<file path="config.mk">
export PLATFORM = sky130hd
export DESIGN_NAME = rangebin_segmenter
export DESIGN_NICKNAME = d
export VERILOG_FILES = /design/src/rtl/rangebin_segmenter.sv
export SDC_FILE = /design/constraint.sdc
export NUM_CORES = 2
export LEC_CHECK = 0
export BUFFER_PORTS_ARGS = -buffer_cell sky130_fd_sc_hd__buf_2
export CORE_ASPECT_RATIO = 0.75
export CORE_UTILIZATION = 30
export CTS_CLUSTER_SIZE = 30
export DETAILED_ROUTE_END_ITERATION = 12
export PLACE_DENSITY_LB_ADDON = 0.12
export SLEW_MARGIN = 5
export SYNTH_ARGS = -nofsm -noshare
export SYNTH_HDL_FRONTEND = slang
export SYNTH_SLANG_ARGS = --single-unit
</file>
<file path="constraint.sdc">
create_clock -name clk -period 5.6 [get_ports clk]
set_input_delay 0.28 -clock clk [delete_from_list [all_inputs] [get_ports clk]]
set_output_delay 0.28 -clock clk [all_outputs]
set_load 0.005 [all_outputs]
</file>
<file path="src/rtl/rangebin_segmenter.sv">
// Captures one pulse of packed samples into a buffer, then replays it as
// fixed-length range-bin frames (bin samples followed by zero padding).
module rangebin_segmenter #(
   parameter int DATA_W          = 16,
   parameter int LANES           = 2,
   parameter int TOTAL_POINT     = 100,
   parameter int RANGEBIN_LENGTH = 25,
   parameter int NFFT            = 64,
   parameter int OVERLAP         = 0,
   parameter int BUF_DEPTH       = 256
) (
   input  logic                    clk,
   input  logic                    rst,
   input  logic                    start,
   input  logic [DATA_W*LANES-1:0] data_in,
   input  logic                    in_valid,
   output logic [DATA_W-1:0]       data_out,
   output logic                    data_valid,
   input  logic                    data_ready,
   output logic                    sof,
   output logic                    eof,
   output logic [7:0]              bin_idx,
   output logic                    busy,
   output logic                    done,
   output logic                    start_err
);

   localparam int NSAMP  = TOTAL_POINT * LANES;
   localparam int STEP   = RANGEBIN_LENGTH - OVERLAP;
   localparam int NBINS  = (NSAMP - OVERLAP) / STEP;
   localparam int ADDR_W = $clog2(BUF_DEPTH);
   localparam int WORD_W = $clog2(TOTAL_POINT) + 1;
   localparam int BEAT_W = $clog2(NFFT) + 1;
   localparam int BIN_W  = $clog2(NBINS) + 1;

   localparam logic [WORD_W-1:0] LAST_WORD      = WORD_W'(TOTAL_POINT - 1);
   localparam logic [BEAT_W-1:0] LAST_BEAT      = BEAT_W'(NFFT - 1);
   localparam logic [BEAT_W-1:0] LAST_DATA_BEAT = BEAT_W'(RANGEBIN_LENGTH - 1);
   localparam logic [BIN_W-1:0]  LAST_BIN       = BIN_W'(NBINS - 1);
   localparam logic [ADDR_W-1:0] STEP_A         = ADDR_W'(STEP);

   typedef enum logic [2:0] {
      S_IDLE,
      S_CAPTURE,
      S_EMIT_DATA,
      S_EMIT_ZERO,
      S_DONE
   } state_t;

   state_t              r_state, w_next;
   logic [WORD_W-1:0]   r_word;
   logic [BEAT_W-1:0]   r_beat;
   logic [BIN_W-1:0]    r_bin;
   logic [ADDR_W-1:0]   r_base;
   logic                r_drain;
   logic                r_valid;
   logic [DATA_W-1:0]   r_data;
   logic                r_sof;
   logic                r_eof;
   logic [7:0]          r_bin_out;
   logic                r_start_err;
   logic [DATA_W-1:0]   r_buf [BUF_DEPTH];

   logic                w_emit;
   logic                w_load;
   logic                w_last_beat;
   logic                w_last_bin;
   logic [ADDR_W-1:0]   w_wr_base;
   logic [ADDR_W-1:0]   w_rd_addr;
   logic [DATA_W-1:0]   w_rd_data;

   assign w_emit      = (r_state == S_EMIT_DATA) || (r_state == S_EMIT_ZERO);
   // A new beat enters the output register whenever it is empty or draining.
   assign w_load      = w_emit && !r_drain && (!r_valid || data_ready);
   assign w_last_beat = (r_beat == LAST_BEAT);
   assign w_last_bin  = (r_bin == LAST_BIN);
   assign w_wr_base   = ADDR_W'(r_word * LANES);
   assign w_rd_addr   = r_base + ADDR_W'(r_beat);
   assign w_rd_data   = r_buf[w_rd_addr];

   // NOTE: the sample buffer carries no reset; its contents are only read after a full capture.
   always_ff @(posedge clk) begin
      if (r_state == S_CAPTURE && in_valid) begin
         for (int l = 0; l < LANES; l++) begin
            r_buf[w_wr_base + ADDR_W'(l)] <= data_in[l*DATA_W +: DATA_W];
         end
      end
   end

   // NOTE: w_next gets a default first so no path through the case infers a latch.
   always_comb begin
      w_next = r_state;
      case (r_state)
         S_IDLE:    if (start) w_next = S_CAPTURE;
         S_CAPTURE: if (in_valid && r_word == LAST_WORD) w_next = S_EMIT_DATA;
         S_EMIT_DATA, S_EMIT_ZERO: begin
            if (r_drain) begin
               if (!r_valid || data_ready) w_next = S_DONE;
            end else if (w_load) begin
               if (w_last_beat) begin
                  if (!w_last_bin) w_next = S_EMIT_DATA;
               end else if (r_beat == LAST_DATA_BEAT) begin
                  w_next = S_EMIT_ZERO;
               end
            end
         end
         S_DONE:    w_next = S_IDLE;
         default:   w_next = S_IDLE;
      endcase
   end

   // NOTE: all state below updates with non-blocking assignments so every register sees pre-edge values.
   always_ff @(posedge clk) begin
      if (rst) begin
         r_state     <= S_IDLE;
         r_word      <= '0;
         r_beat      <= '0;
         r_bin       <= '0;
         r_base      <= '0;
         r_drain     <= 1'b0;
         r_valid     <= 1'b0;
         r_data      <= '0;
         r_sof       <= 1'b0;
         r_eof       <= 1'b0;
         r_bin_out   <= '0;
         r_start_err <= 1'b0;
      end else begin
         r_state     <= w_next;
         r_start_err <= start && (r_state != S_IDLE);
         case (r_state)
            S_IDLE: begin
               if (start) begin
                  r_word  <= '0;
                  r_beat  <= '0;
                  r_bin   <= '0;
                  r_base  <= '0;
                  r_drain <= 1'b0;
                  r_valid <= 1'b0;
               end
            end
            S_CAPTURE: if (in_valid) r_word <= r_word + 1'b1;
            S_EMIT_DATA, S_EMIT_ZERO: begin
               if (r_drain) begin
                  if (!r_valid || data_ready) r_valid <= 1'b0;
               end else if (w_load) begin
                  r_valid   <= 1'b1;
                  r_data    <= (r_state == S_EMIT_DATA) ? w_rd_data : '0;
                  r_sof     <= (r_beat == '0);
                  r_eof     <= w_last_beat;
                  r_bin_out <= 8'(r_bin);
                  if (w_last_beat) begin
                     if (w_last_bin) begin
                        r_drain <= 1'b1;
                     end else begin
                        r_beat <= '0;
                        r_bin  <= r_bin + 1'b1;
                        r_base <= r_base + STEP_A;
                     end
                  end else begin
                     r_beat <= r_beat + 1'b1;
                  end
               end
            end
            default: ;
         endcase
      end
   end

   assign data_out   = r_data;
   assign data_valid = r_valid;
   assign sof        = r_sof;
   assign eof        = r_eof;
   assign bin_idx    = r_bin_out;
   assign busy       = (r_state != S_IDLE);
   assign done       = (r_state == S_DONE);
   assign start_err  = r_start_err;

endmodule

</file>
# Yosys cells after proc, flatten, opt, wreduce, memory -nomap -nowiden
# Memory sizes are Yosys's and may differ from the RTL's.
# Cells that the tools add are included.
op_classes:
  n_addsub: 6
  n_eq_ne: 20
  n_mux: 42
  bitwise_logic: 1
  reduce_logical: 22
op_table:
  columns: ["op", "count"]
  rows:
  - ["8-bit two-way mux", 6]
  - ["7-bit two-way mux", 5]
  - ["8-bit case mux with 2 select lines", 2]
  - ["3-bit two-way mux", 8]
  - ["4-bit two-way mux", 5]
  - ["8-bit by 1-bit adder with 8-bit output, second input constant", 2]
  - ["16-bit two-way mux", 1]
  - ["7-bit case mux with 2 select lines", 1]
  - ["2-bit != test, second input constant", 6]
  - ["6-bit AND reduction", 2]
  - ["1-bit two-way mux", 10]
  - ["3-bit != test, second input constant", 3]
  - ["3-bit case mux with 3 select lines", 1]
  - ["8-bit by 5-bit adder with 8-bit output, second input constant", 1]
  - ["8-bit by 7-bit adder with 8-bit output", 1]
  - ["8-bit by 7-bit equality test with 1-bit output, second input constant", 1]
  - ["4-bit != test, second input constant", 2]
  - ["4-bit case mux with 2 select lines", 1]
  - ["7-bit by 1-bit adder with 7-bit output, second input constant", 1]
  - ["7-bit by 5-bit equality test with 1-bit output, second input constant", 1]
  - ["7-bit by 6-bit equality test with 1-bit output, second input constant", 1]
  - ["7-bit zero test", 1]
  - ["3-bit by 2-bit equality test with 1-bit output, second input constant", 2]
  - ["3-bit AND reduction", 2]
  - ["other kinds (17)", 25]
totals:
  reg_bits: 55
  ramBits: 4096
  input_bits: 37
  out_inout_bits: 30
  word_cells: 104
  n_memories: 1
mem_list:
  columns: ["memory", "words", "width", "rd", "rd_clocked_by_memory_dff", "write_ports", "line", "rtl"]
  rows:
  - ["r_buf", 256, 16, 1, 0, 2, "62", "logic [DATA_W-1:0] r_buf [BUF_DEPTH];"]

# Longest topological paths before layout
depth:
  word_depth: 7
  ltp_mapped: 15

# Worst setup path after synthesis
# OpenSTA, ideal clock, no wires.
synth_timing:
  kind: "reg2reg"
  from: "register r_state[0]"
  to: "memory r_buf[140][0], enable pin"
  setup_ns: 0.421
  arrival_ns: 2.917
  slack_ns: 2.262
  stages_incl_launch_ff: 7
  n_path_buf: 1
  synth_period_minus_slack_ns: 3.338
  path_cell_list: "dfxtp_1 nor3b_1 nand2_1 nor2_1 nand3_1 clkbuf_1 nor2_1"
synth_lines:
  columns: ["element", "line", "rtl"]
  rows:
  - ["start, declared", "50", "state_t r_state, w_next;"]
  - ["start signal, assigned", "128", "r_state <= w_next;"]
  - ["end, declared", "62", null]

# Worst setup path after layout
layout_timing:
  from: "register r_beat[0]"
  to: "register r_data[9], in the netlist data_out[9]"
layout_between:
  elab_chain_cells: 3
layout_lines:
  columns: ["element", "line", "rtl"]
  rows:
  - ["start, declared", "52", "logic [BEAT_W-1:0] r_beat;"]
  - ["start signal, assigned", "160", "r_beat <= r_beat + 1'b1;"]
  - ["8-bit by 7-bit adder with 8-bit output", "78", "assign w_rd_addr = r_base + ADDR_W'(r_beat);"]
  - ["memory read 256 x 16 bit", null, null]
  - ["16-bit two-way mux", "147", "r_data <= (r_state == S_EMIT_DATA) ? w_rd_data : '0;"]
  - ["end signal, assigned", "147", null]
  - ["end, declared", "57", "logic [DATA_W-1:0] r_data;"]
# No other way between the ends.
# A chain may end at the register's enable or synchronous reset.

==> PnR_summary.wiki <==
{| class="wikitable"
! Metric !! Value
|-
| Wirelength, routed || 482 mm
|-
| Maximum clock rate || 183 MHz
|-
| Row count || 230
|-
| Worst reg2reg path endpoint || data_out[9]
|-
| Minimum hold slack || 207 ps
|-
| Count of fill cells added during filler insertion || 48000
|-
| Met2 Use GR || 27.9%
|-
| GRT met3 Usage || 2.66%
|-
| Class of the most critical setup path || reg2reg
|-
| LEAKAGE || 0.0573 uW
|-
| Wire length per cell || 32.7 um
|-
| R2R cell count || 10
|-
| Number of distinct library cells after synthesis || 66
|-
| Area of the die || 0.532 mm2
|-
| Setup repair after global routing missed its margin || no
|-
| Final-stage net count || 7437
|-
| Cell count after synthesis || 6771
|-
| Fraction of post-synthesis cell area in the top cell type by area || 77.5%
|-
| PortBufs || 62
|-
| Syn Std Cell Area || 0.159 mm2
|-
| Number of design rule violations left after detail routing || 0
|-
| Final setup fails || 0
|-
| Critical Path Start || r_beat[0]
|-
| Area of the multi-input gates || 0.0340 mm2
|-
| Hold Fails Final Rpt || 0
|-
| Area growth syn-to-layout || 17.1%
|-
| Power density of the placed cells || 506 mW/mm2
|-
| Number of ports placed on the die boundary || 67
|-
| Commonest cells after routing, fill and taps aside || sky130_fd_sc_hd__edfxtp_1, sky130_fd_sc_hd__mux4_2, sky130_fd_sc_hd__clkbuf_16
|-
| H-tree depth || 5
|-
| Iteration-0 DRC count of the detailed router || 8217
|-
| Clock Pin Slew Worst Setup and Hold Paths || 60 ps
|-
| Arrival @ worst endpoint || 6400 ps
|-
| Crit path time final || 5470 ps
|-
| Ratio of cells with drive above 1 in the final layout || 31.8%
|-
| Global-route total usage across every layer || 17.8%
|-
| Power Total || 94000 uW
|-
| Number of buffers created by CTS || 426
|-
| Count of flip-flops with a built-in enable after synthesis || 4096
|-
| Number of optimization iterations in the first detailed-route pass || 5
|-
| Clock insertion delay at the later pin of the skew report || 1040 ps
|-
| Number of antenna violations at the first check in global routing || 72
|-
| R2r startpoint || r_beat[0]
|-
| Remaining number of nets flagged by the antenna check after routing || 0
|-
| Most used flip-flop cell after synthesis || sky130_fd_sc_hd__edfxtp_1
|-
| Cells resized by post-CTS repair || 0
|-
| Root Buffer || sky130_fd_sc_hd__clkbuf_16
|-
| Clock sinks || 4151
|-
| Outcome || completed
|-
| Max-cap violations || 0
|-
| DP Cell Count || 13900
|-
| M1 GR Usage || 26.3%
|-
| Capturing element of the worst setup path || data_out[9]
|-
| Post-DR vias/cell || 5.12
|-
| Combined flip-flop and latch cell area || 0.124 mm2
|-
| Biggest area contributors in the synthesized netlist || sky130_fd_sc_hd__edfxtp_1, sky130_fd_sc_hd__mux4_2, sky130_fd_sc_hd__nand2_1
|-
| Flop and latch count out of synthesis || 4151
|-
| GPL Wtd Cong || 0.748
|-
| Height of the chip || 632 um
|-
| Fraction of the yosys area taken by sequential cells || 78.2%
|-
| Clock tree from TritonCTS || built
|-
| Overflow after GRT || 0
|-
| Highest ir drop seen on vdd || 0.486 mV
|-
| Initial Util || 30.2%
|-
| Non-filler instance count after layout || 14800
|-
| Worst Setup Start Kind || register
|-
| Maximum number of pins on one net before global-route repair || 113
|-
| Synth warn || 0
|-
| Synth async-reset ratio || 0%
|-
| Clock Tree Buf Depth || 4
|-
| Syn Area/Cell || 23.4 um2
|-
| Routing layer with the top usage in global route || met2
|-
| Vias in the first global route || 79300
|-
| Total count of max-transition violations in the final report || 0
|-
| Required arrival time at the worst endpoint || 6530 ps
|-
| Cell taking the most area after synthesis || sky130_fd_sc_hd__edfxtp_1
|-
| Hold Crit Class || in2reg
|-
| Setup crit end kind || register
|-
| Worst relative slew slack || 2.01%
|-
| Via count || 75500
|-
| Dpl hpwl || 288 mm
|-
| Slew of the pin with the lowest slew margin || 1470 ps
|-
| Clk_skew || 65.1 ps
|-
| Slack of the worst reg-to-reg path || 130 ps
|-
| Largest fanout on the critical path || 12
|-
| Period Utilization, post-route || 97.7%
|-
| Core area || 0.525 mm2
|-
| Commonest non-fill, non-tap cell in the layout || sky130_fd_sc_hd__edfxtp_1
|-
| Width of the die || 842 um
|-
| Global-route wire length before repair || 665 mm
|}
## cells by family (layout without fill, tap and decap cells)
kind of cell	count (synthesis)	in the layout	share of synthesized area [%]
XOR/XNOR	19	19	0.114
multiplexers	1283	1283	17.4
AND/OR/NAND/NOR	677	677	1.80
buffers and inverters	367	1345	1.19
AO/OA/AOI/OAI	260	260	1.21
flip-flops	4151	4151	78.2
other	1	44	0.00236
adder cells (fa/ha/maj)	13	13	0.107
## synth_stat cells, drive strengths merged, types with 3 or more instances
master	count
o21ai	39
nand3	57
nor3	18
or3	5
inv	10
nor4	5
edfxtp	4096
nand2	307
mux2i	98
nor2b	9
a21oi	38
a32o	30
a211o	4
a32oi	47
a21boi	3
a221o	3
xor2	12
nor3b	4
buf	238
ha	12
o211ai	12
o31ai	3
xnor2	7
dfxtp	55
a221oi	22
nand4	22
nor2	229
and2	4
a211oi	4
and3	7
a31oi	6
a21o	3
mux4	1183
o22ai	32
nand2b	5
clkbuf	119
## metal layers
layer / part of all wire, % / vias to the layer above
met4: 2.1 / 0
met2: 46 / 2289
met5: 0 / -
met1: 46 / 42300
met3: 5.8 / 573
li1: - / 30400
## worst max-delay path: stages, from the launching register on
cell,delay [ps]
sky130_fd_sc_hd__dfxtp_1,460
sky130_fd_sc_hd__ha_4,190
sky130_fd_sc_hd__inv_1,70
sky130_fd_sc_hd__fa_4,500
sky130_fd_sc_hd__nand2b_1,250
sky130_fd_sc_hd__a2111oi_1,580
sky130_fd_sc_hd__a211o_1,520
sky130_fd_sc_hd__nand2_1,520
sky130_fd_sc_hd__nor2_2,1260
sky130_fd_sc_hd__a32oi_1,730
sky130_fd_sc_hd__nand3_1,260
## stage by stage
| stage | cell area (um2) | TNS (ps) | setup slack (ps) | utilization, % |
|---|---|---|---|---|
| after global routing | 186000 | 0 | 71.4 | 35.4 |
| after detailed placement | 172000 | 0 | 234 | 32.7 |
| final | 186000 | 0 | 129 | 35.4 |
| after CTS | 186000 | 0 | 197 | 35.4 |
| after floorplan | 159000 | 0 | 2260 | - |
| after global placement | 171000 | -1950 | -692 | 32.6 |
## registers in the layout, indices dropped and copies added, names as in the netlist
register / count
bin_idx: 4
data_out: 16
data_valid: 1
eof: 1
r_base: 8
r_beat: 7
r_bin: 4
r_buf: 4096
r_drain: 1
r_state: 3
r_word: 8
sof: 1
start_err: 1
## power breakdown
group	internal, uW	switching [uW]
registers	34200	203
clock network	16400	12300
logic	14600	16200
## final cells by class
class / count / share of cell area [%]
clock buffers: 525 / 6.08
repair buffers: 542 / 2.75
multi-input cells: 2256 / 18.3
inverters: 10 / 0.0202
clock inverters: 268 / 1.41
flip-flops and latches: 4151 / 66.7
diodes: 40 / 0.0538
well taps: 6960 / 4.68
## worst min path at each step
| stage | slack, ps | cells after the start | end | from |
|---|---|---|---|---|
| after detailed placement | 450 | 2 | eof | eof |
| after global routing | 150 | 2 | r_buf[89][15] | data_in[31] |
| after CTS | 120 | 2 | r_buf[89][15] | data_in[31] |
| after global placement | 450 | 2 | eof | eof |
| final | 210 | 2 | r_buf[85][15] | data_in[31] |
| after floorplan | 380 | 0 | r_buf[0][0] | data_in[0] |
## timing repair
| item | in CTS | in global routing |
|---|---|---|
| hold endpoints to repair | 1500 | 0 |
| buffers inserted | 0 | 0 |
| hold buffers | 38 | 0 |
Power figures use the tool's default switching activity.
